==> src/rtl/div_sequencer_if.sv <==
// Handshake and operand/result bundle between the control unit and the divide sequencer.
interface div_sequencer_if #(
    parameter int WIDTH = 32
);
    logic                 start;
    logic [WIDTH-1:0]     A;
    logic [WIDTH-1:0]     B;
    logic                 busy;
    logic                 done;
    logic                 dz;
    logic [2*WIDTH-1:0]   Z;

    modport master (
        output start, A, B,
        input  busy, done, dz, Z
    );

    modport slave (
        input  start, A, B,
        output busy, done, dz, Z
    );
endinterface

==> src/rtl/div_sequencer.sv <==
// Multi-cycle signed non-restoring divider; Z = {remainder, quotient}.
// Sign correction is applied in FIX.
module div_sequencer #(
    parameter int WIDTH = 32
) (
    input  logic           clock,
    input  logic           clear,
    div_sequencer_if.slave bus
);
    localparam int CW = $clog2(WIDTH);

    typedef enum logic [2:0] {
        IDLE = 3'd0,
        LOAD = 3'd1,
        ITER = 3'd2,
        FIX  = 3'd3,
        DONE = 3'd4
    } state_t;

    state_t             state;
    logic [WIDTH-1:0]   a_cap;
    logic [WIDTH-1:0]   b_cap;
    logic [WIDTH-1:0]   qreg;
    logic [WIDTH:0]     mreg;
    logic [WIDTH:0]     p;
    logic [CW-1:0]      count;
    logic               sign_q;
    logic               sign_r;
    logic               zdiv;
    logic               busy_r;
    logic               done_r;
    logic               dz_r;
    logic [2*WIDTH-1:0] z_r;

    logic [WIDTH-1:0]   a_abs;
    logic [WIDTH-1:0]   b_abs;
    logic [WIDTH:0]     p_sh;
    logic [WIDTH:0]     p_step;
    logic [WIDTH:0]     p_fix;
    logic [WIDTH-1:0]   quo;
    logic [WIDTH-1:0]   rem;

    always_comb begin
        a_abs  = a_cap[WIDTH-1] ? -a_cap : a_cap;
        b_abs  = b_cap[WIDTH-1] ? -b_cap : b_cap;
        p_sh   = {p[WIDTH-1:0], qreg[WIDTH-1]};
        p_step = p[WIDTH] ? (p_sh + mreg) : (p_sh - mreg);
        p_fix  = p[WIDTH] ? (p + mreg) : p;
        quo    = sign_q ? -qreg : qreg;
        rem    = sign_r ? -p_fix[WIDTH-1:0] : p_fix[WIDTH-1:0];
    end

    always_ff @(posedge clock or posedge clear) begin
        if (clear) begin
            state  <= IDLE;
            a_cap  <= '0;
            b_cap  <= '0;
            qreg   <= '0;
            mreg   <= '0;
            p      <= '0;
            count  <= '0;
            sign_q <= 1'b0;
            sign_r <= 1'b0;
            zdiv   <= 1'b0;
            busy_r <= 1'b0;
            done_r <= 1'b0;
            dz_r   <= 1'b0;
            z_r    <= '0;
        end else begin
            case (state)
                IDLE: begin
                    done_r <= 1'b0;
                    if (bus.start) begin
                        a_cap  <= bus.A;
                        b_cap  <= bus.B;
                        busy_r <= 1'b1;
                        state  <= LOAD;
                    end
                end
                LOAD: begin
                    // Divide-by-zero takes one extra cycle through FIX so done lands at E0+2.
                    if (b_cap == '0) begin
                        zdiv  <= 1'b1;
                        state <= FIX;
                    end else begin
                        zdiv   <= 1'b0;
                        qreg   <= a_abs;
                        mreg   <= {1'b0, b_abs};
                        p      <= '0;
                        count  <= '0;
                        sign_q <= a_cap[WIDTH-1] ^ b_cap[WIDTH-1];
                        sign_r <= a_cap[WIDTH-1];
                        state  <= ITER;
                    end
                end
                ITER: begin
                    p     <= p_step;
                    qreg  <= {qreg[WIDTH-2:0], ~p_step[WIDTH]};
                    count <= count + CW'(1);
                    if (count == CW'(WIDTH - 1)) begin
                        state <= FIX;
                    end
                end
                FIX: begin
                    if (zdiv) begin
                        z_r  <= {a_cap, {WIDTH{1'b1}}};
                        dz_r <= 1'b1;
                    end else begin
                        p    <= p_fix;
                        z_r  <= {rem, quo};
                        dz_r <= 1'b0;
                    end
                    done_r <= 1'b1;
                    state  <= DONE;
                end
                DONE: begin
                    done_r <= 1'b0;
                    busy_r <= 1'b0;
                    state  <= IDLE;
                end
                default: begin
                    done_r <= 1'b0;
                    busy_r <= 1'b0;
                    state  <= IDLE;
                end
            endcase
        end
    end

    assign bus.busy = busy_r;
    assign bus.done = done_r;
    assign bus.dz   = dz_r;
    assign bus.Z    = z_r;
endmodule
==> src/flat_wrapper.sv <==
// flat-port wrapper written by rule: the top's interface ports become plain ports
module div_sequencer_flat 
#(
    parameter int WIDTH = 32
)
  (clock, clear, bus_start, bus_A, bus_B, bus_busy, bus_done, bus_dz, bus_Z);
  div_sequencer_if #(.WIDTH(WIDTH)) bus_i ();
  input  logic clock;
  input  logic clear;
  input wire logic [$bits(bus_i.start)-1:0] bus_start;
  input wire logic [$bits(bus_i.A)-1:0] bus_A;
  input wire logic [$bits(bus_i.B)-1:0] bus_B;
  output wire logic [$bits(bus_i.busy)-1:0] bus_busy;
  output wire logic [$bits(bus_i.done)-1:0] bus_done;
  output wire logic [$bits(bus_i.dz)-1:0] bus_dz;
  output wire logic [$bits(bus_i.Z)-1:0] bus_Z;
  assign bus_i.start = bus_start;
  assign bus_i.A = bus_A;
  assign bus_i.B = bus_B;
  assign bus_busy = bus_i.busy;
  assign bus_done = bus_i.done;
  assign bus_dz = bus_i.dz;
  assign bus_Z = bus_i.Z;
  div_sequencer #(.WIDTH(WIDTH)) u_core (.clock(clock), .clear(clear), .bus(bus_i));
endmodule
==> config.mk <==
export PLATFORM = sky130hd
export DESIGN_NAME = div_sequencer_flat
export DESIGN_NICKNAME = d
export VERILOG_FILES = /design/src/rtl/div_sequencer_if.sv /design/src/rtl/div_sequencer.sv /design/src/flat_wrapper.sv
export SDC_FILE = /design/constraint.sdc
export NUM_CORES = 1
export LEC_CHECK = 0
export ABC_AREA = 1
export CORE_MARGIN = 4
export CORE_UTILIZATION = 35
export DETAILED_ROUTE_END_ITERATION = 6
export HOLD_SLACK_MARGIN = 0.08
export PLACE_DENSITY_LB_ADDON = 0.05
export RECOVER_POWER = 50
export SYNTH_ARGS = -nofsm -noshare
export SYNTH_HDL_FRONTEND = slang
export SYNTH_SLANG_ARGS = --single-unit
==> constraint.sdc <==
create_clock -name clock -period 15.35 [get_ports clock]
set_input_delay 3.8375 -clock clock [delete_from_list [all_inputs] [get_ports clock]]
set_output_delay 3.8375 -clock clock [all_outputs]
set_load 0.005 [all_outputs]
Yosys cells after proc, flatten, opt, wreduce, memory -nomap -nowiden:

Cells that the tools add are included.

* add/subtract/negate cells: 8
* equal/unequal tests: 8
* muxes and demuxes: 23
* bitwise operators: 4
* reduce and logical (&&, ||, !) cells: 12

Operators with widths (count)
* two-way mux 32 bit: 5
* two-way mux 33 bit: 4
* negation 32 bit: 4
* case mux 33 bit (3 select lines): 1
* adder 33 x 32 -> 33 bit: 2
* two-way mux 64 bit: 1
* case mux 32 bit (2 select lines): 1
* subtractor 33 x 32 -> 33 bit: 1
* zero test 32 bit: 1
* case mux 3 bit (4 select lines): 1
* case mux 5 bit (2 select lines): 1
* AND reduction 2 bit: 5
* == test 3 x 2 -> 1 bit, second input constant: 2
* two-way mux 3 bit: 2
* inequality test 2 bit, second input constant: 3
* adder 5 x 1 -> 5 bit, second input constant: 1
* == test 5 bit, second input constant: 1
* two-way mux 5 bit: 1
* two-way mux 1 bit: 4
* case mux 1 bit (2 select lines): 2
* == test 3 x 1 -> 1 bit, second input constant: 1
* zero test 3 bit: 1
* inverter 1 bit: 3
* AND reduction 3 bit: 1
* other kinds (6): 6

* bits in registers: 239
* input bits: 67
* output and inout port bits: 67
* word-level logic and storage cells: 69

Longest topological paths before layout:

Gate-level depths: netlist (run 1).

* depth after elaboration: 5
* mapped depth: 25

Worst setup path after synthesis (run 1):

No wires, ideal clock.

* path type: input to register
* from: input port bus_start
* to: register u_core.a_cap[11]
* arrival time: 4714 ps
* setup slack: 10559 ps
* cell stages on the path: 5
* buffers on the path: 2
* path through: nand3_1 -> clkbuf_1 -> clkbuf_1 -> nor2_1 -> a21oi_1

* cells in the longest elaborated chain, start to end: 1

Ends and longest elaborated chain
* start: declaration: line flat_wrapper.sv:10 `input wire logic [$bits(bus_i.start)-1:0] bus_start;`
* AND reduction 2 bit (no source line)
* end signal: assignment: line div_sequencer.sv:74 `a_cap <= bus.A;`
* end: declaration: line div_sequencer.sv:21 `logic [WIDTH-1:0] a_cap;`

No other way between the ends.
A chain may end at the register's enable or synchronous reset.

==> flow_metrics.env, run 1 <==
export IMPL_outcome="finished with violations"
export IMPL_violations="max-capacitance violations, max-slew violations"
export IMPL_r2r_start="u_core.state[2]$_DFFE_PP0P_"
export IMPL_synth_nets=2856
export IMPL_syn_area_um2=18300
export IMPL_ys_ff_latch=239
export IMPL_yosys_area_top_type="dfrtp_1"
export IMPL_cp_arrival_ns=8.42
export IMPL_startpoint_type="input pin"
export IMPL_critPathCaptureType="async pin"
export IMPL_nNetsFinal=2946
export IMPL_slew_viol_final=310
export IMPL_wl_per_cell_um=19.4
export IMPL_synth_common_cells="723 x nand2_1, 338 x inv_1, 252 x nor2_1, 239 x dfrtp_1, 195 x o21ai_0"
export IMPL_reg2reg_slack_ns=8.80
export IMPL_critPathRequiredTime_ns=15.92
export IMPL_grt_usage=0.238
export IMPL_clock_tree_buffer_depth=3
export IMPL_cts_inserted_buffers=31
export IMPL_r2r_end="u_core.p[25]$_DFFE_PP0P_"
export IMPL_timing_critical_path_from="clear"
export IMPL_min_period_ns=7.85
export IMPL_rows=83
export IMPL_num_antenna_cells=0
export IMPL_hpwl_um=53500
export IMPL_drt_iter0_drc=1439
export IMPL_setup_violations=0
export IMPL_clock_sinks=239
export IMPL_fin_skew_ns=0.0100
export IMPL_hold_viol=0
export IMPL_vdd_ir_drop_max_mv=0.136
export IMPL_ys_warnings_count=0
export IMPL_antenna_left=0
export IMPL_synth_top_area_frac=0.326
export IMPL_yosys_cell_count_top_type="nand2_1"
export IMPL_worst_pin_slew_ns=5.23
export IMPL_grt_pass1_vias=17500
export IMPL_multi_input_area_um2=10600
export IMPL_grt_pass1_wl_um=105000
export IMPL_holdBufCountCts=0
export IMPL_utilization=0.412
export IMPL_hp_class="register to register"
export IMPL_ctsResizeCount=0
export IMPL_cp_endpoint="u_core.bus.Z[61]$_DFFE_PP0P_"
export IMPL_ys_top_cells_by_area="dfrtp_1 33%, nand2_1 15%, inv_1 6.9%, o21ai_0 5.3%, nand3_1 5.3%"
export IMPL_die_w_um=237
export IMPL_grt_max_degree=117
export IMPL_async_flop_share=1.00
export IMPL_max_slew_margin=-2.51
export IMPL_finalWirelength_um=68200
export IMPL_cellLeakagePower_nw=10.5
export IMPL_tritoncts="built"
export IMPL_cts_root_buffer="clkbuf_16"
export IMPL_grt_setup_unrepaired="no"
export IMPL_powerDensity_nw_per_um2=240
export IMPL_via_per_inst=5.16
export IMPL_synth_ff_type="dfrtp_1"
export IMPL_seq_area_frac_synth=0.326
export IMPL_htreeDepth=1
export IMPL_fill_cells=5474
export IMPL_seq_area_um2=5980
export IMPL_maxCapViolCount=6
export IMPL_num_vias=18100
export IMPL_fin_setup_tns_ns=0
export IMPL_fp_dieH_um=237
export IMPL_clkSlewWorstSetupHoldPaths_ns=0.06
export IMPL_core_area_um2=51600
export IMPL_start_util=0.355
export IMPL_dr_pass1_iters=6
export IMPL_area_delta_synth_final_pct=16.0
export IMPL_finalCritPeriodShare=0.512
export IMPL_place_congestion=0.921
export IMPL_drc=0
export IMPL_ff2ff_path_depth=10
export IMPL_postCtsSetupRepairBufs=0
export IMPL_drive_above_1_share=0.0661
export IMPL_yosys_cell_types_count=56
export IMPL_avgSynthCellArea_um2=6.75
export IMPL_path_class="input pin to async pin"
export IMPL_overflow=0
export IMPL_dieArea_um2=56100
export IMPL_antenna_found_initial=0
export IMPL_synth_enable_flop_cells=0
export IMPL_insertion_delay_ns=0.58
export IMPL_fmax_mhz=127
export IMPL_syn_inst=2715
export IMPL_p_total_mw=5.10
export IMPL_num_io_pins=134
export IMPL_cp_max_fo=116
export IMPL_port_buffers=133
==> state kept, by name, indices dropped and copies added (netlist names), 3 cells and up <==
name          flops
u_core.p         33
u_core.bus.Z     64
u_core.b_cap     32
u_core.state      3
u_core.mreg      32
u_core.qreg      32
u_core.a_cap     32
u_core.count      5
==> worst min-delay path by stage <==
stage,cells past startpoint,startpoint,endpoint,slack [ns]
2_1_floorplan,2,u_core.b_cap[0]$_DFFE_PP0P_,u_core.mreg[0]$_DFFE_PP0P_,0.45
3_3_place_gp,2,u_core.bus.done$_DFFE_PP0P_,u_core.bus.done$_DFFE_PP0P_,0.46
3_5_place_dp,2,u_core.bus.dz$_DFFE_PP0P_,u_core.bus.dz$_DFFE_PP0P_,0.47
4_1_cts,2,u_core.bus.dz$_DFFE_PP0P_,u_core.bus.dz$_DFFE_PP0P_,0.49
5_1_grt,2,u_core.bus.done$_DFFE_PP0P_,u_core.bus.done$_DFFE_PP0P_,0.51
6_report,2,u_core.b_cap[0]$_DFFE_PP0P_,u_core.mreg[0]$_DFFE_PP0P_,0.48
==> area by class of cell <==
class                      count  share of cell area
timing repair buffer         150              0.0678
inverter                     357              0.0631
multi-input combinational   2026               0.497
clock buffer                  42              0.0422
tap                          680              0.0400
sequential                   239               0.282
clock inverter                15             0.00866
==> layer usage <==
layer,share of wire,wire length [um],GRT usage
met1,0.48,32500,0.341
met2,0.43,29500,0.367
met3,0.056,3800,0.0402
met4,0.035,2410,0.0731
met5,0,0,0
==> cell usage in the layout (no fill, tap or decap), types with 8 or more instances in the layout <==
master / Yosys / final
o21ai_1: 16 / 10
ha_1: 72 / 72
dfrtp_1: 239 / 238
clkdlybuf4s50_1: 0 / 131
nand2_2: 19 / 19
o221ai_1: 13 / 13
clkinv_2: 0 / 8
nand3b_1: 12 / 12
a21oi_1: 159 / 159
nand3_1: 194 / 194
inv_1: 338 / 336
clkinv_1: 7 / 8
inv_2: 12 / 12
nand4_1: 23 / 23
o211ai_1: 15 / 15
nor3_1: 23 / 27
nor2_1: 252 / 254
or2_2: 27 / 27
nor4_1: 9 / 9
clkbuf_1: 60 / 8
xor2_1: 79 / 79
mux2_2: 17 / 17
a22oi_1: 19 / 19
buf_4: 2 / 12
nand2_1: 723 / 725
o22ai_1: 30 / 30
o21ai_0: 195 / 202
xnor2_1: 11 / 11
a31oi_1: 23 / 23
clkbuf_8: 0 / 8
nor2_2: 18 / 19
clkbuf_16: 0 / 31
==> through the flow <==
| stage | setup WS [ns] | hold slack [ns] | std cells | instance area, um2 |
|---|---|---|---|---|
| after floorplan | 4.95 | 0.453 | 2715 | 18300 |
| after global placement | 9.37 | 0.462 | 3452 | 20300 |
| after detailed placement | 9.35 | 0.465 | 3452 | 20300 |
| after CTS | 9.94 | 0.490 | 3509 | 21400 |
| after global routing | 6.63 | 0.511 | 3509 | 21200 |
| final | 7.50 | 0.485 | 3509 | 21200 |
==> cells by family after synthesis <==
| group | Yosys count | share of synthesized area |
|---|---|---|
| DFF | 239 | 0.326 |
| AOI/OAI and AO/OA | 512 | 0.158 |
| muxes | 17 | 0.0104 |
| and+or+nand+nor | 1333 | 0.317 |
| adders and majority gates | 74 | 0.0514 |
| buffers and inverters | 450 | 0.0941 |
| xor gates and xnor gates | 90 | 0.0430 |
==> where the power goes <==
part	internal [mW]	switching, mW
clock network	0.473	0.295
registers	0.917	0.388
logic	1.07	1.96
total	2.46	2.64
==> critical path, cell delays in order <==
cell and delay (ns):
dlygate4sd3_1 0.54, clkinvlp_2 2.86, buf_4 1.07
(Power assumes the default switching activity.)
==> inputs of run 2 (changes only) <==
Clock period 15.35 ns to 6.5 ns, I/O delays scaled along.
==> run 2 against run 1 <==
  * The flow still finishes with violations (max-capacitance violations, max-slew violations)
  * Utilization up 0.13 points
  * Power up 140%
  * First-iteration DRC count up 11%
  * Worst hold slack better by 0.010 ns
  * Combinational power up 140%
  * Sequential power up 140%
  * Clock skew up 0.012 ns
  * Global-route usage up 0.68 points
  * Sequential share of layout area down 0.086 points
  * Flip-flop and latch count unchanged
  * Non-clock buffer count up 1
  * Routed wire length up 2.9%
  * Highest routed layer unchanged
==> flow_metrics.env, run 2 (synthesis results as in run 1) <==
export IMPL_outcome="finished with violations"
export IMPL_violations="max-capacitance violations, max-slew violations"
export IMPL_grt_usage=0.245
export IMPL_met3_usage=0.0390
export IMPL_drive_above_1_share=0.0724
export IMPL_dieArea_um2=56100
export IMPL_setup_violations=0
export IMPL_nNetsFinal=2947
export IMPL_grt_busiest_layer="met2"
export IMPL_reg2reg_slack_ns=1.86
export IMPL_ctsResizeCount=0
export IMPL_num_antenna_cells=0
export IMPL_fin_setup_tns_ns=0
export IMPL_hold_viol=0
export IMPL_powerDensity_nw_per_um2=570
export IMPL_met2_usage=0.382
export IMPL_num_io_pins=134
export IMPL_die_w_um=237
export IMPL_finalWirelength_um=70200
export IMPL_clock_tree_buffer_depth=3
export IMPL_cts_root_buffer="clkbuf_16"
export IMPL_htreeDepth=1
export IMPL_slew_viol_final=275
export IMPL_p_seq_frac=0.253
export IMPL_net_switching_power_mw=6.40
export IMPL_hp_start="u_core.bus.busy$_DFFE_PP0P_"
export IMPL_place_ws_ns=2.17
export IMPL_layout_common_cells="723 x nand2_1, 336 x inv_1, 248 x nor2_1, 238 x dfrtp_1, 195 x o21ai_0"
export IMPL_grt_pass1_vias=17800
export IMPL_ff2ff_path_depth=11
export IMPL_finalCritPeriodShare=0.792
export IMPL_clock_sinks=239
export IMPL_cts_inserted_buffers=31
export IMPL_drt_iter0_drc=1600
export IMPL_hp_class="register to register"
export IMPL_insertion_delay_ns=0.60
export IMPL_start_util=0.355
export IMPL_grt_pass1_wl_um=108000
export IMPL_max_slew_margin=-1.06
export IMPL_worstHoldEndpoint="u_core.bus.busy$_DFFE_PP0P_"
export IMPL_grt_setup_unrepaired="no"
export IMPL_antenna_found_initial=2
export IMPL_grt_max_degree=107
export IMPL_p_int_mw=5.74
export IMPL_met1_usage=0.353
export IMPL_path_class="input pin to register"
export IMPL_p_clk_frac=0.145
export IMPL_postCtsSetupRepairBufs=0
export IMPL_cellLeakagePower_nw=10.5
export IMPL_area_delta_synth_final_pct=16.3
export IMPL_critPathCaptureType="register"
export IMPL_min_period_ns=5.15
export IMPL_port_buffers=133
export IMPL_r2r_end="u_core.p[25]$_DFFE_PP0P_"
export IMPL_maxCapViolCount=6
export IMPL_fmax_mhz=194
export IMPL_hpwl_um=55100
export IMPL_worst_pin_slew_ns=3.09
export IMPL_rows=83
export IMPL_cp_max_fo=77
export IMPL_largest_register_ffs=64
export IMPL_tritoncts="built"
export IMPL_dr_pass1_iters=5
export IMPL_netSwitchingFraction=0.527
export IMPL_vdd_ir_drop_max_mv=0.344
export IMPL_comb_power_share=0.603
export IMPL_timing_final_ws_setup_ns=1.35
export IMPL_place_congestion=0.941
export IMPL_antenna_left=0
export IMPL_drc=0
export IMPL_num_vias=18300
export IMPL_startpoint_type="input pin"
export IMPL_fp_dieH_um=237
export IMPL_wl_per_cell_um=20.0
export IMPL_r2r_start="u_core.state[0]$_DFFE_PP0P_"
export IMPL_overflow=0
export IMPL_cp_arrival_ns=5.63
export IMPL_holdPathStages=2
export IMPL_via_per_inst=5.23
export IMPL_holdBufCountCts=0
export IMPL_layout_commonest_cell="nand2_1"
export IMPL_core_area_um2=51600
export IMPL_clkSlewWorstSetupHoldPaths_ns=0.06
export IMPL_fin_skew_ns=0.0224
export IMPL_critPathRequiredTime_ns=6.98
export IMPL_fill_cells=5542
[run 2: changes by cell type in the layout (fill, tap and decap cells not counted), sizes merged]
cell / previous run / this run
inv: 349 / 351
clkbuf: 47 / 42
clkinv: 16 / 22
bufinv: 4 / 2
clkinvlp: 3 / 1
buf: 12 / 15
[run 2: critical path: stages]
cell	delay, ns
dlygate4sd3_1	0.59
nand3_1	2.04
buf_4	1.03
mux2_2	0.32
[run 2: stage by stage]
step | std cells | power, mW | hold slack (ns) | util | instance area, um2
global route | 3511 | 13.2 | 0.517 | 0.413 | 21300
detailed placement | 3453 | 10.3 | 0.477 | 0.394 | 20300
global placement | 3453 | 10.3 | 0.465 | 0.394 | 20300
finish | 3511 | 12.1 | 0.495 | 0.413 | 21300
CTS | 3511 | 12.2 | 0.496 | 0.414 | 21400
floorplan | 2715 | 7.75 | 0.453 | - | 18300
[run 2: final cells by class]
| cell class | instances | area [um2] | area share |
|---|---|---|---|
| multi-input cells | 2026 | 10600 | 0.499 |
| well taps | 680 | 851 | 0.0399 |
| clock inverters | 19 | 179 | 0.00840 |
| inverters | 357 | 1340 | 0.0629 |
| repair buffers | 151 | 1470 | 0.0689 |
| clock buffers | 39 | 856 | 0.0402 |
| flip-flops and latches | 239 | 5980 | 0.281 |
[run 2: how the worst max path moves through the flow]
stage	startpoint	endpoint	slack, ns	cells past startpoint
2_1_floorplan	clear	u_core.a_cap[0]$_DFFE_PP0P_	1.74	1
3_3_place_gp	u_core.state[0]$_DFFE_PP0P_	u_core.p[22]$_DFFE_PP0P_	2.21	11
3_5_place_dp	u_core.state[0]$_DFFE_PP0P_	u_core.p[25]$_DFFE_PP0P_	2.17	11
4_1_cts	u_core.mreg[1]$_DFFE_PP0P_	u_core.p[32]$_DFFE_PP0P_	2.14	25
5_1_grt	bus_start	u_core.b_cap[26]$_DFFE_PP0P_	0.88	5
6_report	bus_start	u_core.b_cap[12]$_DFFE_PP0P_	1.35	4
[run 2: power groups by stage]
stage | Clock, mW | Combinational (mW) | Sequential, mW
after global placement | 0 | 7.24 | 3.07
after detailed placement | 0 | 7.28 | 3.07
after CTS | 1.80 | 7.31 | 3.05
final | 1.76 | 7.31 | 3.07
after floorplan | 0 | 5.08 | 2.67
after global routing | 1.86 | 8.22 | 3.15
[run 2: routing by layer]
layer	up-vias	wire length [um]
li1	9042	-
met1	8702	33000
met2	501	30600
met3	100	4350
met4	0	2200
met5	-	0
==> inputs of run 3 (changes only) <==
Clock period 6.5 ns to 5.1 ns, I/O delays scaled along.
==> run 3 against run 2 <==
  * The run still ends with max-capacitance violations, max-slew violations left
  * Cell count is 0.17% higher
  * Worst hold slack worse by 0.013 ns
  * Non-clock buffer count is 8 higher
  * Highest routed layer unchanged
  * Via count is 1.1% higher
  * Clock-buffer cell count is 4 higher
  * First-iteration DRC count is 9.0% lower
==> flow_metrics.env, run 3 (synthesis results as in run 1) <==
export IMPL_finalCritPeriodShare=0.868
export IMPL_core_area_um2=51600
export IMPL_cts_inserted_buffers=31
export IMPL_worst_pin_slew_ns=2.18
export IMPL_area_delta_synth_final_pct=17.0
export IMPL_netSwitchingFraction=0.524
export IMPL_hpwl_um=55100
export IMPL_p_seq_frac=0.245
export IMPL_cp_arrival_ns=4.85
export IMPL_overflow=0
export IMPL_critPathRequiredTime_ns=5.53
export IMPL_violations="max-capacitance violations, max-slew violations"
export IMPL_num_antenna_cells=0
export IMPL_comb_power_share=0.602
export IMPL_dr_pass1_iters=5
export IMPL_layout_commonest_cell="nand2_1"
export IMPL_multi_input_area_um2=10600
export IMPL_powerDensity_nw_per_um2=732
export IMPL_fmax_mhz=226
export IMPL_clkSlewWorstSetupHoldPaths_ns=0.06
export IMPL_wl_per_cell_um=20.2
export IMPL_postCtsSetupRepairBufs=0
export IMPL_max_slew_margin=-0.453
export IMPL_clock_sinks=239
export IMPL_antenna_found_initial=4
export IMPL_nNetsFinal=2955
export IMPL_grt_pass1_wl_um=109000
export IMPL_ctsResizeCount=0
export IMPL_place_ws_ns=0.807
export IMPL_net_switching_power_mw=8.22
export IMPL_fin_skew_ns=0.0168
export IMPL_finalWirelength_um=71200
export IMPL_fin_setup_tns_ns=0
export IMPL_startpoint_type="input pin"
export IMPL_fp_dieH_um=237
export IMPL_p_clk_frac=0.152
export IMPL_num_io_pins=134
export IMPL_vdd_ir_drop_max_mv=0.430
export IMPL_fill_cells=5444
export IMPL_hp_class="register to register"
export IMPL_critPathCaptureType="register"
export IMPL_seq_area_um2=5980
export IMPL_port_buffers=133
export IMPL_cts_root_buffer="clkbuf_16"
export IMPL_insertion_delay_ns=0.60
export IMPL_via_per_inst=5.27
export IMPL_dieArea_um2=56100
export IMPL_p_int_mw=7.47
export IMPL_timing_final_ws_setup_ns=0.672
export IMPL_htreeDepth=1
export IMPL_slew_viol_final=224
export IMPL_grt_usage=0.248
export IMPL_drive_above_1_share=0.0730
export IMPL_grt_pass1_vias=18000
export IMPL_cp_max_fo=62
export IMPL_setup_violations=0
export IMPL_min_period_ns=4.43
export IMPL_grt_max_degree=78
export IMPL_start_util=0.355
export IMPL_drc=0
export IMPL_place_congestion=0.950
export IMPL_rows=83
export IMPL_maxCapViolCount=6
export IMPL_tritoncts="built"
export IMPL_layout_common_cells="723 x nand2_1, 336 x inv_1, 247 x nor2_1, 238 x dfrtp_1, 195 x o21ai_0"
export IMPL_die_w_um=237
export IMPL_antenna_left=0
export IMPL_num_vias=18500
export IMPL_cellLeakagePower_nw=10.6
export IMPL_holdBufCountCts=0
export IMPL_hold_viol=0
export IMPL_path_class="input pin to register"
export IMPL_grt_setup_unrepaired="no"
export IMPL_drt_iter0_drc=1456
export IMPL_largest_register_ffs=64
export IMPL_clock_tree_buffer_depth=3
export IMPL_outcome="finished with violations"
## run 3: layout make-up
| cell class | count | area share |
|---|---|---|
| Inverter | 357 | 0.0626 |
| Clock buffer | 43 | 0.0425 |
| Timing Repair Buffer | 159 | 0.0710 |
| Clock inverter | 13 | 0.00887 |
| Tap cell | 680 | 0.0397 |
| Sequential cell | 239 | 0.279 |
| Multi-Input combinational cell | 2026 | 0.496 |
## run 3: path summary, 6_finish.rpt
check	from	to	slack [ns]	cells past startpoint
min	u_core.bus.busy$_DFFE_PP0P_	u_core.bus.busy$_DFFE_PP0P_	0.48	2
min reg2reg	u_core.bus.busy$_DFFE_PP0P_	u_core.bus.busy$_DFFE_PP0P_	0.48	2
max	bus_start	u_core.a_cap[15]$_DFFE_PP0P_	0.67	5
max reg2reg	u_core.mreg[1]$_DFFE_PP0P_	u_core.p[32]$_DFFE_PP0P_	0.73	24
max in group asynchronous	clear	u_core.mreg[15]$_DFFE_PP0P_	0.74	3
min in group asynchronous	clear	u_core.bus.Z[58]$_DFFE_PP0P_	1.48	2
## run 3: power groups by stage
stage / clock network [mW] / logic (mW) / registers (mW)
floorplan: 0 / 6.48 / 3.40
detailed placement: 0 / 9.40 / 3.87
CTS: 2.45 / 9.45 / 3.85
finish: 2.39 / 9.45 / 3.85
global route: 2.52 / 10.6 / 3.96
global placement: 0 / 9.36 / 3.87
## run 3: layer usage
layer / GRT usage / vias up / part of all wire
met5: 0 / - / 0
met4: 0.0743 / 0 / 0.034
met3: 0.0425 / 103 / 0.059
met2: 0.378 / 551 / 0.43
met1: 0.361 / 8822 / 0.47
li1: - / 9068 / -
## run 3: worst max-delay path, stage by stage
cell and delay [ns]:
dlygate4sd3_1 0.58, nand3_1 1.29, clkbuf_2 1.10, nor2_1 0.49, a21oi_1 0.07
## run 3: stage by stage
stage / std cells / area (um2) / power [mW] / util / hold WS, ns
final: 3517 / 21400 / 15.7 / 0.415 / 0.482
after detailed placement: 3461 / 20400 / 13.3 / 0.396 / 0.466
after CTS: 3517 / 21500 / 15.7 / 0.417 / 0.487
after global routing: 3517 / 21400 / 17.1 / 0.415 / 0.508
after global placement: 3461 / 20400 / 13.2 / 0.396 / 0.462
after floorplan: 2715 / 18300 / 9.88 / - / 0.453
